[config.mk]
export PLATFORM = sky130hd
export DESIGN_NAME = seq_booth_mult_flat
export DESIGN_NICKNAME = d
export VERILOG_FILES = /design/src/rtl/seq_booth_mult_if.sv /design/src/rtl/seq_booth_mult.sv /design/src/flat_wrapper.sv
export SDC_FILE = /design/constraint.sdc
export NUM_CORES = 1
export LEC_CHECK = 0
export ABC_AREA = 1
export CAP_MARGIN = 25
export CORE_MARGIN = 2
export CORE_UTILIZATION = 40
export DETAILED_ROUTE_END_ITERATION = 16
export GPL_ROUTABILITY_DRIVEN = 0
export PLACE_DENSITY_LB_ADDON = 0.05
export SLEW_MARGIN = 20
export SYNTH_ARGS = -nofsm -noshare
export SYNTH_HDL_FRONTEND = slang
export SYNTH_SLANG_ARGS = --single-unit
[constraint.sdc]
create_clock -name clk -period 2.5 [get_ports clk]
set_clock_uncertainty 0.1 [all_clocks]
set_input_delay 0.5 -clock clk [delete_from_list [all_inputs] [get_ports clk]]
set_output_delay 0.5 -clock clk [all_outputs]
set_load 0.01 [all_outputs]
[src/rtl/seq_booth_mult_if.sv]
// Start/done handshake bundle for seq_booth_mult: operands and mode in, status and product out.
interface seq_booth_mult_if #(
   parameter int WIDTH = 16
);
   logic                 start;
   logic                 signed_mode;
   logic [WIDTH-1:0]     in0;
   logic [WIDTH-1:0]     in1;
   logic                 busy;
   logic                 done;
   logic [2*WIDTH-1:0]   final_prod;

   modport master (
      output start, signed_mode, in0, in1,
      input  busy, done, final_prod
   );

   modport slave (
      input  start, signed_mode, in0, in1,
      output busy, done, final_prod
   );
endinterface

[src/rtl/seq_booth_mult.sv]
// Sequential radix-2 Booth multiplier: one Booth step per clock on (WIDTH+1)-bit
// extended operands, so the same datapath serves both signed and unsigned mode.
module seq_booth_mult #(
   parameter int WIDTH = 16
) (
   input  logic              clk,
   input  logic              rst,
   seq_booth_mult_if.slave   bus
);

   localparam int CW = $clog2(WIDTH + 2);

   typedef enum logic [1:0] {
      IDLE,
      RUN,
      DONE
   } state_e;

   state_e               state_q;
   logic [WIDTH+1:0]     acc_q;
   logic [WIDTH:0]       mul_q;
   logic [WIDTH:0]       mcand_q;
   logic                 qm1_q;
   logic [CW-1:0]        cnt_q;
   logic [2*WIDTH-1:0]   prod_q;

   logic [WIDTH+1:0]     mExt;
   logic [WIDTH+1:0]     sum_d;
   logic [WIDTH+1:0]     acc_d;
   logic [WIDTH:0]       mul_d;
   logic                 qm1_d;
   logic [2*WIDTH-1:0]   prod_d;
   logic                 lastStep;
   logic                 accept;

   // The extra accumulator bit absorbs -M when M is the most negative (WIDTH+1)-bit value.
   always_comb begin
      mExt  = {mcand_q[WIDTH], mcand_q};
      sum_d = acc_q;
      unique case ({mul_q[0], qm1_q})
         2'b01:   sum_d = acc_q + mExt;
         2'b10:   sum_d = acc_q - mExt;
         default: sum_d = acc_q;
      endcase
      acc_d  = {sum_d[WIDTH+1], sum_d[WIDTH+1:1]};
      mul_d  = {sum_d[0], mul_q[WIDTH:1]};
      qm1_d  = mul_q[0];
      prod_d = {acc_d[WIDTH-2:0], mul_d};
   end

   assign lastStep = (cnt_q == CW'(WIDTH));
   assign accept   = (state_q != RUN) && bus.start;

   always_ff @(posedge clk) begin
      if (rst) begin
         state_q <= IDLE;
         acc_q   <= '0;
         mul_q   <= '0;
         mcand_q <= '0;
         qm1_q   <= 1'b0;
         cnt_q   <= '0;
         prod_q  <= '0;
      end else if (accept) begin
         mcand_q <= {bus.signed_mode & bus.in0[WIDTH-1], bus.in0};
         mul_q   <= {bus.signed_mode & bus.in1[WIDTH-1], bus.in1};
         acc_q   <= '0;
         qm1_q   <= 1'b0;
         cnt_q   <= '0;
         state_q <= RUN;
      end else begin
         unique case (state_q)
            RUN: begin
               acc_q <= acc_d;
               mul_q <= mul_d;
               qm1_q <= qm1_d;
               cnt_q <= cnt_q + CW'(1);
               if (lastStep) begin
                  prod_q  <= prod_d;
                  state_q <= DONE;
               end
            end
            DONE:    state_q <= IDLE;
            default: state_q <= IDLE;
         endcase
      end
   end

   assign bus.busy       = (state_q == RUN);
   assign bus.done       = (state_q == DONE);
   assign bus.final_prod = prod_q;

endmodule

[src/flat_wrapper.sv]
// flat-port wrapper written by rule: the top's interface ports become plain ports
module seq_booth_mult_flat 
#(
   parameter int WIDTH = 16
)
  (clk, rst, bus_start, bus_signed_mode, bus_in0, bus_in1, bus_busy, bus_done, bus_final_prod);
  seq_booth_mult_if #(.WIDTH(WIDTH)) bus_i ();
  input  logic clk;
  input  logic rst;
  input wire logic [$bits(bus_i.start)-1:0] bus_start;
  input wire logic [$bits(bus_i.signed_mode)-1:0] bus_signed_mode;
  input wire logic [$bits(bus_i.in0)-1:0] bus_in0;
  input wire logic [$bits(bus_i.in1)-1:0] bus_in1;
  output wire logic [$bits(bus_i.busy)-1:0] bus_busy;
  output wire logic [$bits(bus_i.done)-1:0] bus_done;
  output wire logic [$bits(bus_i.final_prod)-1:0] bus_final_prod;
  assign bus_i.start = bus_start;
  assign bus_i.signed_mode = bus_signed_mode;
  assign bus_i.in0 = bus_in0;
  assign bus_i.in1 = bus_in1;
  assign bus_busy = bus_i.busy;
  assign bus_done = bus_i.done;
  assign bus_final_prod = bus_i.final_prod;
  seq_booth_mult #(.WIDTH(WIDTH)) u_core (.clk(clk), .rst(rst), .bus(bus_i));
endmodule
# Word-level counts from Yosys, hierarchy flattened
# Index checks and enable logic that the tools add are counted.
# totals
regBits	91
output_inout_bits	34
input_bits	36
elab_cells	33
# op_classes
mux	6
n_reduce_logical	5
eq_ne	7
n_addsub	3
bitwise_logic	4
# op_table
cell	n
18-bit one-hot mux with 2 select lines	1
17-bit two-way mux	2
17-bit by 17-bit adder with 18-bit output	1
17-bit by 17-bit subtractor with 18-bit output	1
5-bit by 1-bit adder with 5-bit output, second input constant	1
5-bit equality test, second input constant	1
2-bit by 1-bit equality test with 1-bit output, second input constant	2
2-bit equality test, second input constant	2
1-bit two-way mux	3
3-bit by 1-bit != test with 1-bit output, second input constant	1
3-bit AND reduction	1
3-bit OR reduction	1
1-bit bitwise AND	2
2-bit by 1-bit != test with 1-bit output, second input constant	1
1-bit inverter	2
2-bit nonzero test	1
2-bit OR reduction	1
1-bit logical AND	1

# Longest topological paths before layout
# logic_depth
depth_word	4
depth_mapped	21
mapped_depth_nobuf	20

# Worst setup path before layout
# OpenSTA, ideal clock, no wires.
# synth_path
kind	register -> register
startpoint	register u_core.mcand_q[0]
endpoint	register, netlist name u_core.acc_q[16]
stages_incl_launch_ff	20
arrival_ps	2370
synth_period_minus_slack_ps	2534
setup_ps	64
path_buffers	0
path_slack_ps	-34
cell_sequence	dfxtp_1 inv_1 ha_1 nand3_1 nor3_2 nand4_1 o21ai_0 xor2_1 ha_1 nand2_1 inv_1 nand2_1 nand2_1 a21oi_1 nand3_1 nand2_1 nand2_1 nor2_1 nor2_1 nor2_1
# synth_via
elab_chain_len	2
# synth_lines
item	line_no	text
from (decl)	seq_booth_mult.sv:22	logic [WIDTH:0] mcand_q;
from (signal assigned)	seq_booth_mult.sv:64	mcand_q <= {bus.signed_mode & bus.in0[WIDTH-1], bus.in0};
17-bit by 17-bit subtractor with 18-bit output / 17-bit by 17-bit adder with 18-bit output (equally long branches)	seq_booth_mult.sv:42, seq_booth_mult.sv:41	
18-bit one-hot mux with 2 select lines (*)	seq_booth_mult.sv:40	unique case ({mul_q[0], qm1_q})
# Every way passes the cells marked *; elsewhere a longest branch is shown, timed or not.
# A chain may end at the register's enable or synchronous reset.

# Worst setup path in the final report
# layout_path
startpoint	register u_core.mcand_q[5]
endpoint	register u_core.prod_q[30] (netlist: u_core.bus.final_prod[30])
# layout_via
elab_chain_len	2
# layout_lines
item	line_no	text
17-bit by 17-bit subtractor with 18-bit output / 17-bit by 17-bit adder with 18-bit output (equally long branches)	seq_booth_mult.sv:42, seq_booth_mult.sv:41	
18-bit one-hot mux with 2 select lines (*)	seq_booth_mult.sv:40	
to (signal assigned)	seq_booth_mult.sv:78	prod_q <= prod_d;
to (decl)	seq_booth_mult.sv:25	logic [2*WIDTH-1:0] prod_q;
# Marks and branches as above.

==> flow_summary.html <==
<table>
<tr><th>Metric</th><th>Value</th></tr>
<tr><th colspan="2">Outcome</th></tr>
<tr><td>Outcome</td><td>complete, but fails checks</td></tr>
<tr><td>Violated checks</td><td>setup timing</td></tr>
<tr><th colspan="2">Worst setup path</th></tr>
<tr><td>Cell Chain, Critical Path</td><td>nor2_1 -&gt; nand3_2 -&gt; o21ai_2 -&gt; xor2_1 -&gt; inv_1 -&gt; ha_1 -&gt; a21oi_1 -&gt; o21ai_1 -&gt; a21oi_1 -&gt; nand3_1 -&gt; nand3_1 -&gt; nand2_1 -&gt; nand2_1 -&gt; nand2_1</td></tr>
<tr><td>Slowest cell on crit path</td><td>dfxtp_1</td></tr>
<tr><td>Worst path most repeated cell</td><td>nand2_1</td></tr>
<tr><td>Cell family contributing the most delay on the critical path</td><td>simple AND/OR/NAND/NOR gates</td></tr>
<tr><td>Worst reg2reg setup slack</td><td>-220 ps</td></tr>
<tr><td>Worst-path maximum fanout</td><td>4</td></tr>
<tr><td>Type of element launching the critical path</td><td>flip-flop</td></tr>
<tr><td>Worst R2R Start</td><td>u_core.mcand_q[5]</td></tr>
<tr><td>Data arrival at the endpoint of the critical path</td><td>2860 ps</td></tr>
<tr><td>Sort of element at the end of the critical path</td><td>flip-flop</td></tr>
<tr><td>Critical path data required time</td><td>2640 ps</td></tr>
<tr><td>Number of cells traversed by the worst register-to-register path</td><td>14</td></tr>
<tr><td>Critical register-to-register path endpoint</td><td>u_core.bus.final_prod[30]</td></tr>
<tr><td>Worst setup path category</td><td>reg -&gt; reg</td></tr>
<tr><td>Largest stage delay on the critical path</td><td>380 ps</td></tr>
<tr><td>Buffer and inverter count on the worst path</td><td>1</td></tr>
<tr><th colspan="2">STA</th></tr>
<tr><td>Final number of setup-violating endpoints</td><td>17</td></tr>
<tr><td>Final clock period utilization by the worst path</td><td>109%</td></tr>
<tr><td>Highest attainable clock frequency</td><td>0.368 GHz</td></tr>
<tr><td>Final Hold Slack</td><td>351 ps</td></tr>
<tr><td>Unrepaired setup endpoints after global routing</td><td>yes</td></tr>
<tr><td>Setup ws final</td><td>-217 ps</td></tr>
<tr><td>Minimum clock period after layout</td><td>2720 ps</td></tr>
<tr><td>Slew HR</td><td>63.0%</td></tr>
<tr><td>Total count of max-transition violations in the final report</td><td>0</td></tr>
<tr><td>Least-Margin Pin Slew</td><td>554 ps</td></tr>
<tr><td>Final count of hold timing violations</td><td>0</td></tr>
<tr><th colspan="2">Clock network</th></tr>
<tr><td>Clk sinks</td><td>91</td></tr>
<tr><td>Maximum clock path buffer count</td><td>2</td></tr>
<tr><td>CTS root buffer</td><td>clkbuf_16</td></tr>
<tr><td>Clock buffer count from CTS</td><td>9</td></tr>
<tr><td>Maximum level of the CTS H-tree</td><td>3</td></tr>
<tr><td>Clock Latency Late Sink</td><td>350 ps</td></tr>
<tr><td>Cts hold-fix bufs</td><td>0</td></tr>
<tr><td>CTS tree</td><td>built</td></tr>
<tr><td>CTS clk-pin slew, worst paths</td><td>60 ps</td></tr>
<tr><th colspan="2">Die</th></tr>
<tr><td>DIE WIDTH</td><td>117 um</td></tr>
<tr><td>Site Rows</td><td>41</td></tr>
<tr><td>I/O Pins</td><td>70</td></tr>
<tr><td>Placeable core region</td><td>0.0126 sq mm</td></tr>
<tr><td>Die ar.</td><td>0.0137 sq mm</td></tr>
<tr><td>Height of the chip</td><td>117 um</td></tr>
<tr><td>Initial cell density of the core</td><td>40.8%</td></tr>
<tr><th colspan="2">Yosys</th></tr>
<tr><td>Async S/R FF share, synth</td><td>0%</td></tr>
<tr><td>Count of flip-flops with a built-in enable after synthesis</td><td>0</td></tr>
<tr><td>Mean area per synthesized cell</td><td>6.90 sq um</td></tr>
<tr><td>Cell Area, Synth</td><td>0.00512 sq mm</td></tr>
<tr><td>Gate count after technology mapping</td><td>743</td></tr>
<tr><td>Count of unique library cells instantiated by Yosys</td><td>43</td></tr>
<tr><td>Syn nets</td><td>801</td></tr>
<tr><td>Sequential area share after synthesis</td><td>35.6%</td></tr>
<tr><td>Synthesized flop and latch total</td><td>91</td></tr>
<tr><td>Warnings, synthesis</td><td>0</td></tr>
<tr><td>Most used flip-flop cell after synthesis</td><td>dfxtp_1</td></tr>
<tr><th colspan="2">GRT</th></tr>
<tr><td>Antenna violations before repair</td><td>0</td></tr>
<tr><td>Overall routing resource usage</td><td>19.7%</td></tr>
<tr><td>Pin count of the biggest net entering global routing</td><td>38</td></tr>
<tr><td>Number of global-route vias before repair</td><td>4449</td></tr>
<tr><td>Remaining Overflow, GRT</td><td>0</td></tr>
<tr><td>Wire length of the first global-routing pass</td><td>21300 um</td></tr>
<tr><th colspan="2">Routing</th></tr>
<tr><td>DRC errors left</td><td>0</td></tr>
<tr><td>DR vias/cell</td><td>4.77</td></tr>
<tr><td>Drt pass-1 iters</td><td>4</td></tr>
<tr><td>Wirelength, routed</td><td>13500 um</td></tr>
<tr><td>Via count of the routed design</td><td>4932</td></tr>
<tr><td>Post-detailed-route count of antenna-violating nets</td><td>0</td></tr>
<tr><td>Wirelength per Cell</td><td>13.0 um</td></tr>
<tr><td>1st-iter DRT viols</td><td>165</td></tr>
<tr><th colspan="2">Finish</th></tr>
<tr><td>Layout cell share with drive strength beyond 1</td><td>26.1%</td></tr>
<tr><td>Count of fill cells added during filler insertion</td><td>1211</td></tr>
<tr><td>Area occupied by registers</td><td>0.00183 sq mm</td></tr>
<tr><td>Number of inserted diodes</td><td>0</td></tr>
<tr><td>Fin cells</td><td>1033</td></tr>
<tr><td>Final net count</td><td>914</td></tr>
<tr><td>Area growth from synthesis to final layout</td><td>41.3%</td></tr>
<tr><td>Leading cell types in the layout, fill and taps excluded</td><td>nand2_1 (167), inv_1 (104), dfxtp_1 (87)</td></tr>
<tr><td>Multi-input logic area</td><td>0.00320 sq mm</td></tr>
<tr><td>Commonest non-fill, non-tap cell in the layout</td><td>nand2_1</td></tr>
<tr><th colspan="2">Place</th></tr>
<tr><td>Post-placement cell count</td><td>1005</td></tr>
<tr><td>Worst slack at placement</td><td>-296 ps</td></tr>
<tr><td>Port Buf Inserts</td><td>69</td></tr>
<tr><td>Placed wire-length estimate after detailed placement</td><td>9700 um</td></tr>
<tr><th colspan="2">Worst hold path</th></tr>
<tr><td>Worst Hold End</td><td>u_core.bus.final_prod[31]</td></tr>
<tr><td>Hold_sp</td><td>u_core.bus.final_prod[31]</td></tr>
<tr><td>WHS Path Cells</td><td>2</td></tr>
<tr><td>Worst hold path type</td><td>reg -&gt; reg</td></tr>
<tr><th colspan="2">Power and ir drop</th></tr>
<tr><td>Power after layout</td><td>4.34 mW</td></tr>
<tr><td>Max IR drop VDD</td><td>270 uV</td></tr>
<tr><td>Total power density per cell area</td><td>599 mW/mm^2</td></tr>
<tr><td>Leakage power total</td><td>3.36 nW</td></tr>
<tr><th colspan="2">Flow run</th></tr>
<tr><td>Number of maximum-capacitance constraint violations</td><td>0</td></tr>
</table>
==> power by group <==
group | internal [mW] | total (mW) | switching, mW
clock | 0.889 | 1.48 | 0.595
sequential | 1.51 | 1.55 | 0.0413
combinational | 0.588 | 1.31 | 0.722
==> layout make-up <==
class                      count  share of cell area, %
clock inverter                 6                   1.33
clock buffer                  10                   3.16
inverter                     127                   6.79
timing repair buffer         127                   16.3
tap                          172                   2.97
multi-input combinational    500                   44.2
sequential                    91                   25.2
==> worst register-to-register path, delay by kind of cell, from the launching register on <==
family,cells,cell delay [ps]
and+or+nand+nor,7,870
buffers and inverters,1,50
adders and majority gates,1,360
AOI/OAI and AO/OA,4,700
xor gates and xnor gates,1,150
DFF,1,380
==> timing repair <==
| item | CTS | global route |
|---|---|---|
| setup buffers | 6 | 7 |
| resized for setup | 41 | 92 |
| endpoints found under the setup margin | 28 | 27 |
| pin swaps | 15 | 28 |
| gates cloned | 0 | 0 |
==> kinds of logic after synthesis <==
family / share of synthesized area [%]
DFF: 35.6
buffers and inverters: 12.0
muxes: 0.195
adders and majority gates: 5.52
AOI/OAI and AO/OA: 16.2
xor gates and xnor gates: 2.91
and+or+nand+nor: 27.6
==> registers in the layout, indices dropped and copies added, names as in the netlist <==
register / count
u_core.state_q: 2
u_core.cnt_q: 5
u_core.qm1_q: 1
u_core.bus.final_prod: 32
u_core.mcand_q: 17
u_core.acc_q: 17
u_core.mul_q: 17
==> through the flow <==
| step | instance area, sq um | util [%] | TNS (ps) |
|---|---|---|---|
| final | 7240 | 57.6 | -2070 |
| after floorplan | 5170 | - | -26.8 |
| after CTS | 6870 | 54.7 | -1070 |
| after global placement | 6320 | 50.3 | -3220 |
| after detailed placement | 6320 | 50.3 | -4000 |
| after global routing | 7240 | 57.6 | -5080 |
==> metal layers <==
metal	wire [um]	track usage [%]
met1	6570	27.3
met2	6300	31.6
met3	335	2.94
met4	254	6.35
met5	0	0
==> worst max path at each step <==
stage | slack [ps] | end | startpoint | depth (start not counted)
after floorplan | -20 | u_core.acc_q[16] | u_core.mcand_q[1] | 20
after global placement | -250 | u_core.bus.final_prod[31] | u_core.mcand_q[0] | 18
after detailed placement | -300 | u_core.bus.final_prod[31] | u_core.mcand_q[0] | 18
after CTS | -160 | u_core.acc_q[16] | u_core.mcand_q[1] | 20
after global routing | -400 | u_core.acc_q[16] | u_core.mcand_q[1] | 20
final | -220 | u_core.bus.final_prod[30] | u_core.mcand_q[5] | 14
==> cell usage after synthesis (3+ instances only) <==
| master | n | share of area [%] |
|---|---|---|
| a21oi_1 | 37 | 3.6 |
| inv_1 | 119 | 8.7 |
| nor2_1 | 59 | 4.3 |
| nand3_1 | 40 | 3.9 |
| ha_1 | 21 | 5.1 |
| buf_6 | 3 | 0.66 |
| or2_1 | 3 | 0.37 |
| o21ai_1 | 6 | 0.59 |
| inv_2 | 7 | 0.51 |
| buf_2 | 10 | 0.98 |
| dfxtp_1 | 91 | 36 |
| nand3b_1 | 5 | 0.73 |
| buf_1 | 3 | 0.22 |
| nand2_1 | 193 | 14 |
| clkbuf_1 | 7 | 0.51 |
| o21ai_0 | 40 | 3.9 |
| or2_2 | 4 | 0.49 |
| nor3_1 | 5 | 0.49 |
| nand2_2 | 4 | 0.49 |
| xor2_1 | 16 | 2.7 |
| o221ai_1 | 13 | 2.2 |
| a31oi_1 | 4 | 0.49 |
| o21ai_2 | 21 | 3.6 |
| a22o_1 | 3 | 0.51 |
| nor2_2 | 4 | 0.49 |
(Power assumes the default switching activity.)
